==> config.mk <==
export PLATFORM = sky130hd
export DESIGN_NAME = multiplicador_sequencial
export DESIGN_NICKNAME = d
export VERILOG_FILES = /design/src/rtl/multiplicador_sequencial.sv
export SDC_FILE = /design/constraint.sdc
export NUM_CORES = 1
export LEC_CHECK = 0
export BUFFER_PORTS_ARGS = -buffer_cell sky130_fd_sc_hd__buf_2
export CAP_MARGIN = 30
export CORE_ASPECT_RATIO = 2
export CORE_UTILIZATION = 60
export CTS_CLUSTER_DIAMETER = 80
export DETAILED_ROUTE_END_ITERATION = 16
export PLACE_DENSITY = 0.84
export RECOVER_POWER = 50
export SLEW_MARGIN = 20
export SYNTH_ARGS = -nofsm -noshare
export SYNTH_HDL_FRONTEND = slang
export SYNTH_SLANG_ARGS = --single-unit
==> constraint.sdc <==
create_clock -name clk -period 5.2 [get_ports clk]
set_input_delay 0.26 -clock clk [delete_from_list [all_inputs] [get_ports clk]]
set_output_delay 0.26 -clock clk [all_outputs]
set_load 0.02 [all_outputs]
==> src/rtl/multiplicador_sequencial.sv <==
// Sequential 8x8 unsigned shift-and-add multiplier with a start/done handshake.
// Consumes one multiplier bit per clock; the full 8-iteration latency is always paid.
module multiplicador_sequencial (
    input  logic        clk,
    input  logic        rst,
    input  logic        start,
    input  logic [7:0]  multiplicando,
    input  logic [7:0]  multiplicador,
    output logic [15:0] produto,
    output logic        busy,
    output logic        done,
    output logic        overflow,
    output logic        zero
);

    typedef enum logic [1:0] {
        IDLE = 2'd0,
        CALC = 2'd1,
        FIM  = 2'd2
    } state_t;

    state_t      state_reg, state_next;
    logic [7:0]  a_reg, a_next;
    logic [7:0]  qr_reg, qr_next;
    logic [7:0]  mr_reg, mr_next;
    logic [2:0]  cnt_reg, cnt_next;
    logic [15:0] produto_reg, produto_next;
    logic        overflow_reg, overflow_next;
    logic        zero_reg, zero_next;

    // The carry C only lives between the add and the shift, so it is bit 8 of the sum
    // and never needs to be stored across an edge.
    logic [8:0]  sum9;
    logic [7:0]  a_shift;
    logic [7:0]  q_shift;

    assign sum9    = qr_reg[0] ? ({1'b0, a_reg} + {1'b0, mr_reg}) : {1'b0, a_reg};
    assign a_shift = sum9[8:1];
    assign q_shift = {sum9[0], qr_reg[7:1]};

    always_ff @(posedge clk) begin
        if (!rst) begin
            state_reg    <= IDLE;
            a_reg        <= 8'd0;
            qr_reg       <= 8'd0;
            mr_reg       <= 8'd0;
            cnt_reg      <= 3'd0;
            produto_reg  <= 16'd0;
            overflow_reg <= 1'b0;
            zero_reg     <= 1'b0;
        end else begin
            state_reg    <= state_next;
            a_reg        <= a_next;
            qr_reg       <= qr_next;
            mr_reg       <= mr_next;
            cnt_reg      <= cnt_next;
            produto_reg  <= produto_next;
            overflow_reg <= overflow_next;
            zero_reg     <= zero_next;
        end
    end

    always_comb begin
        state_next    = state_reg;
        a_next        = a_reg;
        qr_next       = qr_reg;
        mr_next       = mr_reg;
        cnt_next      = cnt_reg;
        produto_next  = produto_reg;
        overflow_next = overflow_reg;
        zero_next     = zero_reg;

        case (state_reg)
            IDLE: begin
                if (start) begin
                    mr_next    = multiplicando;
                    qr_next    = multiplicador;
                    a_next     = 8'd0;
                    cnt_next   = 3'd0;
                    state_next = CALC;
                end
            end
            CALC: begin
                a_next   = a_shift;
                qr_next  = q_shift;
                cnt_next = cnt_reg + 3'd1;
                // Last iteration: publish the post-shift {A,Qr} together with its flags.
                if (cnt_reg == 3'd7) begin
                    produto_next  = {a_shift, q_shift};
                    overflow_next = |a_shift;
                    zero_next     = ~|{a_shift, q_shift};
                    state_next    = FIM;
                end
            end
            FIM: begin
                state_next = IDLE;
            end
            default: begin
                state_next = IDLE;
            end
        endcase
    end

    assign produto  = produto_reg;
    assign overflow = overflow_reg;
    assign zero     = zero_reg;
    assign busy     = (state_reg == CALC);
    assign done     = (state_reg == FIM);

endmodule
=== Word level (Yosys, flattened, before mapping) ===
Cells that the tools add are included.

* Word-level logic and storage cells: 34
* Bits of input ports: 19
* Register bits after elaboration: 47
* Output and inout port bits: 20

* $add $sub $neg: 2
* Eq/ne operators: 5
* Reductions and logical operators: 9
* Muxes and demuxes: 10

{| class="wikitable"
|+ Operators with widths
! cell !! count
|-
| 8-bit one-hot mux with 2 select lines || 2
|-
| 8-bit 2-to-1 mux || 2
|-
| 16-bit OR reduction || 1
|-
| 8-bit by 8-bit adder with 9-bit output || 1
|-
| 9-bit 2-to-1 mux || 1
|-
| 2-bit AND reduction || 4
|-
| 8-bit OR reduction || 1
|-
| 3-bit one-hot mux with 2 select lines || 1
|-
| 2-bit 2-to-1 mux || 2
|-
| 2-bit one-hot mux with 2 select lines || 1
|-
| 3-bit by 1-bit adder with 3-bit output (second input constant) || 1
|-
| 3-bit equality test (second input constant) || 1
|-
| 3-bit 2-to-1 mux || 1
|-
| 2-bit by 1-bit equality test with 1-bit output (second input constant) || 1
|-
| 2-bit equality test (second input constant) || 1
|-
| 2-bit zero test || 1
|-
| 2-bit by 1-bit != test with 1-bit output (second input constant) || 1
|-
| 2-bit != test (second input constant) || 1
|-
| 2-bit nonzero test || 1
|-
| 1-bit zero test || 1
|}

=== Logic depth before layout (Yosys ltp) ===
* Word-level depth: 4
* Mapped depth: 8
* Depth with buffers taken out: 8

=== Least setup slack after synthesis ===
No wires, ideal clock.

* Path kind: register -> register
* From: register a_reg[0]
* To: register overflow_reg, in the netlist overflow
* Slack: 3126 ps
* Arrival: 1956 ps
* Buffers on the path: 0
* Data required time: 5081 ps
* Setup time: 119 ps
* Stages on the path, launching flop included: 9
* Period minus slack after synthesis: 2074 ps
* Cell sequence: dfxtp_1 ha_1 inv_1 fa_1 nand2b_1 a21o_1 a211oi_1 nand4_1 o221a_2

* Cells in the longest elaborated chain, start to end: 3

{| class="wikitable"
|+ RTL lines
! element !! RTL line !! RTL
|-
| start, declared || 23 || <nowiki>logic [7:0] a_reg, a_next;</nowiki>
|-
| start signal, assigned || 53 || <nowiki>a_reg <= a_next;</nowiki>
|-
| 8-bit by 8-bit adder with 9-bit output || 37 || <nowiki>assign sum9 = qr_reg[0] ? ({1'b0, a_reg} + {1'b0, mr_reg}) : {1'b0, a_reg};</nowiki>
|-
| 9-bit 2-to-1 mux || 37 ||
|-
| 8-bit OR reduction || 90 || <nowiki>overflow_next = |a_shift;</nowiki>
|-
| end signal, assigned || 58 || <nowiki>overflow_reg <= overflow_next;</nowiki>
|-
| end, declared || 28 || <nowiki>logic overflow_reg, overflow_next;</nowiki>
|}

No other way between the ends.
A chain may end at the register's enable or synchronous reset.

=== Worst setup path after layout ===
* From: register state_reg[1]
* To: register overflow_reg, in the netlist overflow

* Cells in the longest elaborated chain, start to end: 2

{| class="wikitable"
|+ RTL lines
! element !! RTL line !! RTL
|-
| start, declared || 22 || <nowiki>state_t state_reg, state_next;</nowiki>
|-
| start signal, assigned || 52 || <nowiki>state_reg <= state_next;</nowiki>
|-
| 2-bit by 1-bit equality test with 1-bit output || 73 || <nowiki>case (state_reg)</nowiki>
|-
| 2-bit AND reduction (no line) || - ||
|}

No other way between the ends.

==> results.md <==
* Status: finished, violations left
* Failing checks: DRC
* Power Dens Cells at 266 nW/µm²
* Iteration-0 DRC Markers at 57
* Post-Syn Area at 2380 µm²
* Hold Vio Cnt, Final at 0
* PortBufs at 38
* Clock latency on the worst-skew pair at 300 ps
* Top-area cell type share of the netlist area at 0.395
* Place WS at 2520 ps
* Switching Share at 0.250
* Post-CTS Setup Inserts at 0
* Cell Chain, Critical Path: nand2b_1 > clkinv_1 > nand2_1 > nor3_1 > nand4_1 > o221a_2
* Slowest CP cell: nand2b_1
* Comb pwr share at 0.114
* CTS tree: done
* Detailed Place HPWL at 3880 µm
* Main synth FF type: dfxtp_1
* Seq/Total Area, Yosys at 0.395
* Pint at 0.000530 W
* Core area at 3840 µm²
* Chip Height at 91.2 µm
* # resized after CTS at 0
* Routability cong. at 0.872
* GRT Util Overall at 0.282
* Vias at 2007
* Post-Syn Instances at 262
* H-tree levels at 2
* Tcrit/Tclk final at 0.481
* GR Util met3 at 0.0437
* DIE AREA at 4250 µm²
* First-pass GRT wire length at 8730 µm
* N_diodes at 0
* Tmin final at 2500 ps
* DR pass1 iterations at 10
* Leakage at 1.14 nW
* Starting Density at 0.620
* Fmax at 0.400 GHz
* Max FFs per register at 16
* Ys Warns at 0
* Clock skew at 7.79 ps
* Root Driver: clkbuf_8
* DIE WIDTH at 46.6 µm
* Syn_area_per_cell at 9.10 µm²
* TNS Setup at 0 ps
* Sw Pwr at 0.000177 W
* Yosys top cell by area: dfxtp_1
* Startpoint types: flop
* Critical path peak fanout at 23
* #FFs+latches synth at 47
* RSZ-0062 raised after global routing: no
* Vias in the first global route at 1966
* Netlist cell types at 48
* Row cnt at 32
* Top Ports at 39
* Critical Setup Path Class: flop to flop
* PnR worst setup slack at 2700 ps
* Ratio of cells with drive above 1 in the final layout at 0.111
* DR WL/cell at 15.3 µm
* WP buf/inv at 1
* Largest net degree at the start of global routing at 49
* Worst Hold Class: primary input to flop
* Met2 GRT Util at 0.507
* Overall Power at 0.000707 W
* Max cap viols at 0
* Final Core Density at 0.691
* Maximum buffer depth of the clock tree at 2
* Initial antenna violation count at 0
* CTS buffer count at 5
* R2R setup slack at 2700 ps
* # nets final at 325
* Post-route DRC violation count at 1
* Worst Path Required at 5450 ps
* M1 GR Usage at 0.297
* Synth top area cells: dfxtp_1 39%, mux2i_1 6.7%, nand2_1 5.8%, o211a_1 5.5%, ha_1 5.2%
* Data arrival, critical path at 2750 ps
* Area grow syn2layout at 11.3%
* Worst hold margin at 216 ps
* Worst-margin pin slew at 804 ps
* GRT busiest layer: met2
* Setup crit end kind: flop
* CTS sink cnt at 47
* Crit-path leading delay family: simple AND/OR/NAND/NOR gates
* Routed Wire Length at 5300 µm
* DR vias/cell at 5.78
* Post-synth EDFFs at 0
* Post-route antenna net violation count at 0
* Synth async-reset ratio at 0
* Clock Power Share at 0.338
* Final setup fails at 0
* Slew Viols, Final at 0
* Cts hold-fix bufs at 0
* Total grt overflow at 0
* Max rail drop VDD at 405 µV
* Syn Nets at 292
* Slew margin rel. at 0.464
* Sequential share of power at 0.547
* Clock slew at reported path FFs at 90 ps
* Slowest stage delay, CP at 650 ps
metal layers:
layer  up-vias  wire [µm]
met1       956       2000
li1        998          -
met3         9        158
met5         -          0
met2        44       3020
met4         0        127
worst min-delay path, cell delays in order:
cell,delay (ps)
buf_2,70
mux2i_1,50
nor2b_1,90
Yosys cell counts, types with 2 or more instances:
master and instances:
dfxtp_1 47, nand2_1 37, nor2b_1 18, mux2i_1 16, o211a_1 13, ha_1 10, clkbuf_1 9, nor2_1 9
a21boi_0 8, a21oi_1 8, inv_1 8, o21ai_0 8, and2_1 7, a211oi_1 4, a22oi_1 4, nand3_1 4
buf_2 3, nand2b_1 3, nand4_1 3, nor3_1 3, nor3b_1 3, o211ai_1 3, o21a_1 3, and3_1 2
mux2_2 2, nor4b_1 2, o221a_2 2, o22ai_1 2, o2bb2ai_1 2
cells by family (layout without fill, tap and decap cells):
group | count (synthesis) | count (layout) | synth area share
multiplexers | 18 | 18 | 0.0766
buffers and inverters | 23 | 57 | 0.0425
flip-flops | 47 | 47 | 0.395
AO/OA/AOI/OAI | 64 | 64 | 0.208
AND/OR/NAND/NOR | 98 | 98 | 0.214
adder cells (fa/ha/maj) | 11 | 11 | 0.0609
XOR/XNOR | 1 | 1 | 0.00367
layout by cell type, fill, tap and decap left out, types with 4 or more instances in the layout:
master | Yosys | routed
ha_1 | 10 | 10
dfxtp_1 | 47 | 47
and2_1 | 7 | 8
clkbuf_8 | 0 | 7
nand3_1 | 4 | 4
buf_2 | 3 | 19
o211a_1 | 13 | 13
nor2_1 | 9 | 9
nand2_1 | 37 | 37
nor2b_1 | 18 | 18
mux2i_1 | 16 | 16
o21ai_0 | 8 | 8
a21boi_0 | 8 | 8
clkbuf_1 | 9 | 22
inv_1 | 8 | 8
a211oi_1 | 4 | 4
a21oi_1 | 8 | 8
a22oi_1 | 4 | 4
worst paths after layout:
path         depth (start not counted)                      end                      start
max                                  6    overflow$_SDFFE_PN0P_  state_reg[1]$_SDFFE_PN0P_
min                                  3   mr_reg[3]$_SDFFE_PN0P_           multiplicando[3]
max reg2reg                          6    overflow$_SDFFE_PN0P_  state_reg[1]$_SDFFE_PN0P_
min reg2reg                          2  produto[6]$_SDFFE_PN0P_    produto[6]$_SDFFE_PN0P_
area by class of cell:
cell class / instances / area [µm²]
Multi-Input combinational cell: 192 / 1340
Timing Repair Buffer: 40 / 174
Inverter: 9 / 33.8
Fill cell: 375 / 1190
Tap cell: 51 / 63.8
Clock buffer: 8 / 100
Sequential cell: 47 / 941
power groups by stage:
stage	logic, W	clock network [W]	registers [W]
global placement	0.0000772	0	0.000395
global route	0.0000898	0.000254	0.000389
detailed placement	0.0000794	0	0.000395
finish	0.0000808	0.000239	0.000387
floorplan	0.0000658	0	0.000388
CTS	0.0000801	0.000242	0.000387
metrics by stage:
stage | instances | instance area (µm²)
2_1_floorplan | 262 | 2380
3_3_place_gp | 337 | 2570
3_5_place_dp | 337 | 2570
4_1_cts | 345 | 2670
5_1_grt | 347 | 2660
6_report | 347 | 2660
Power figures use the tool's default switching activity.
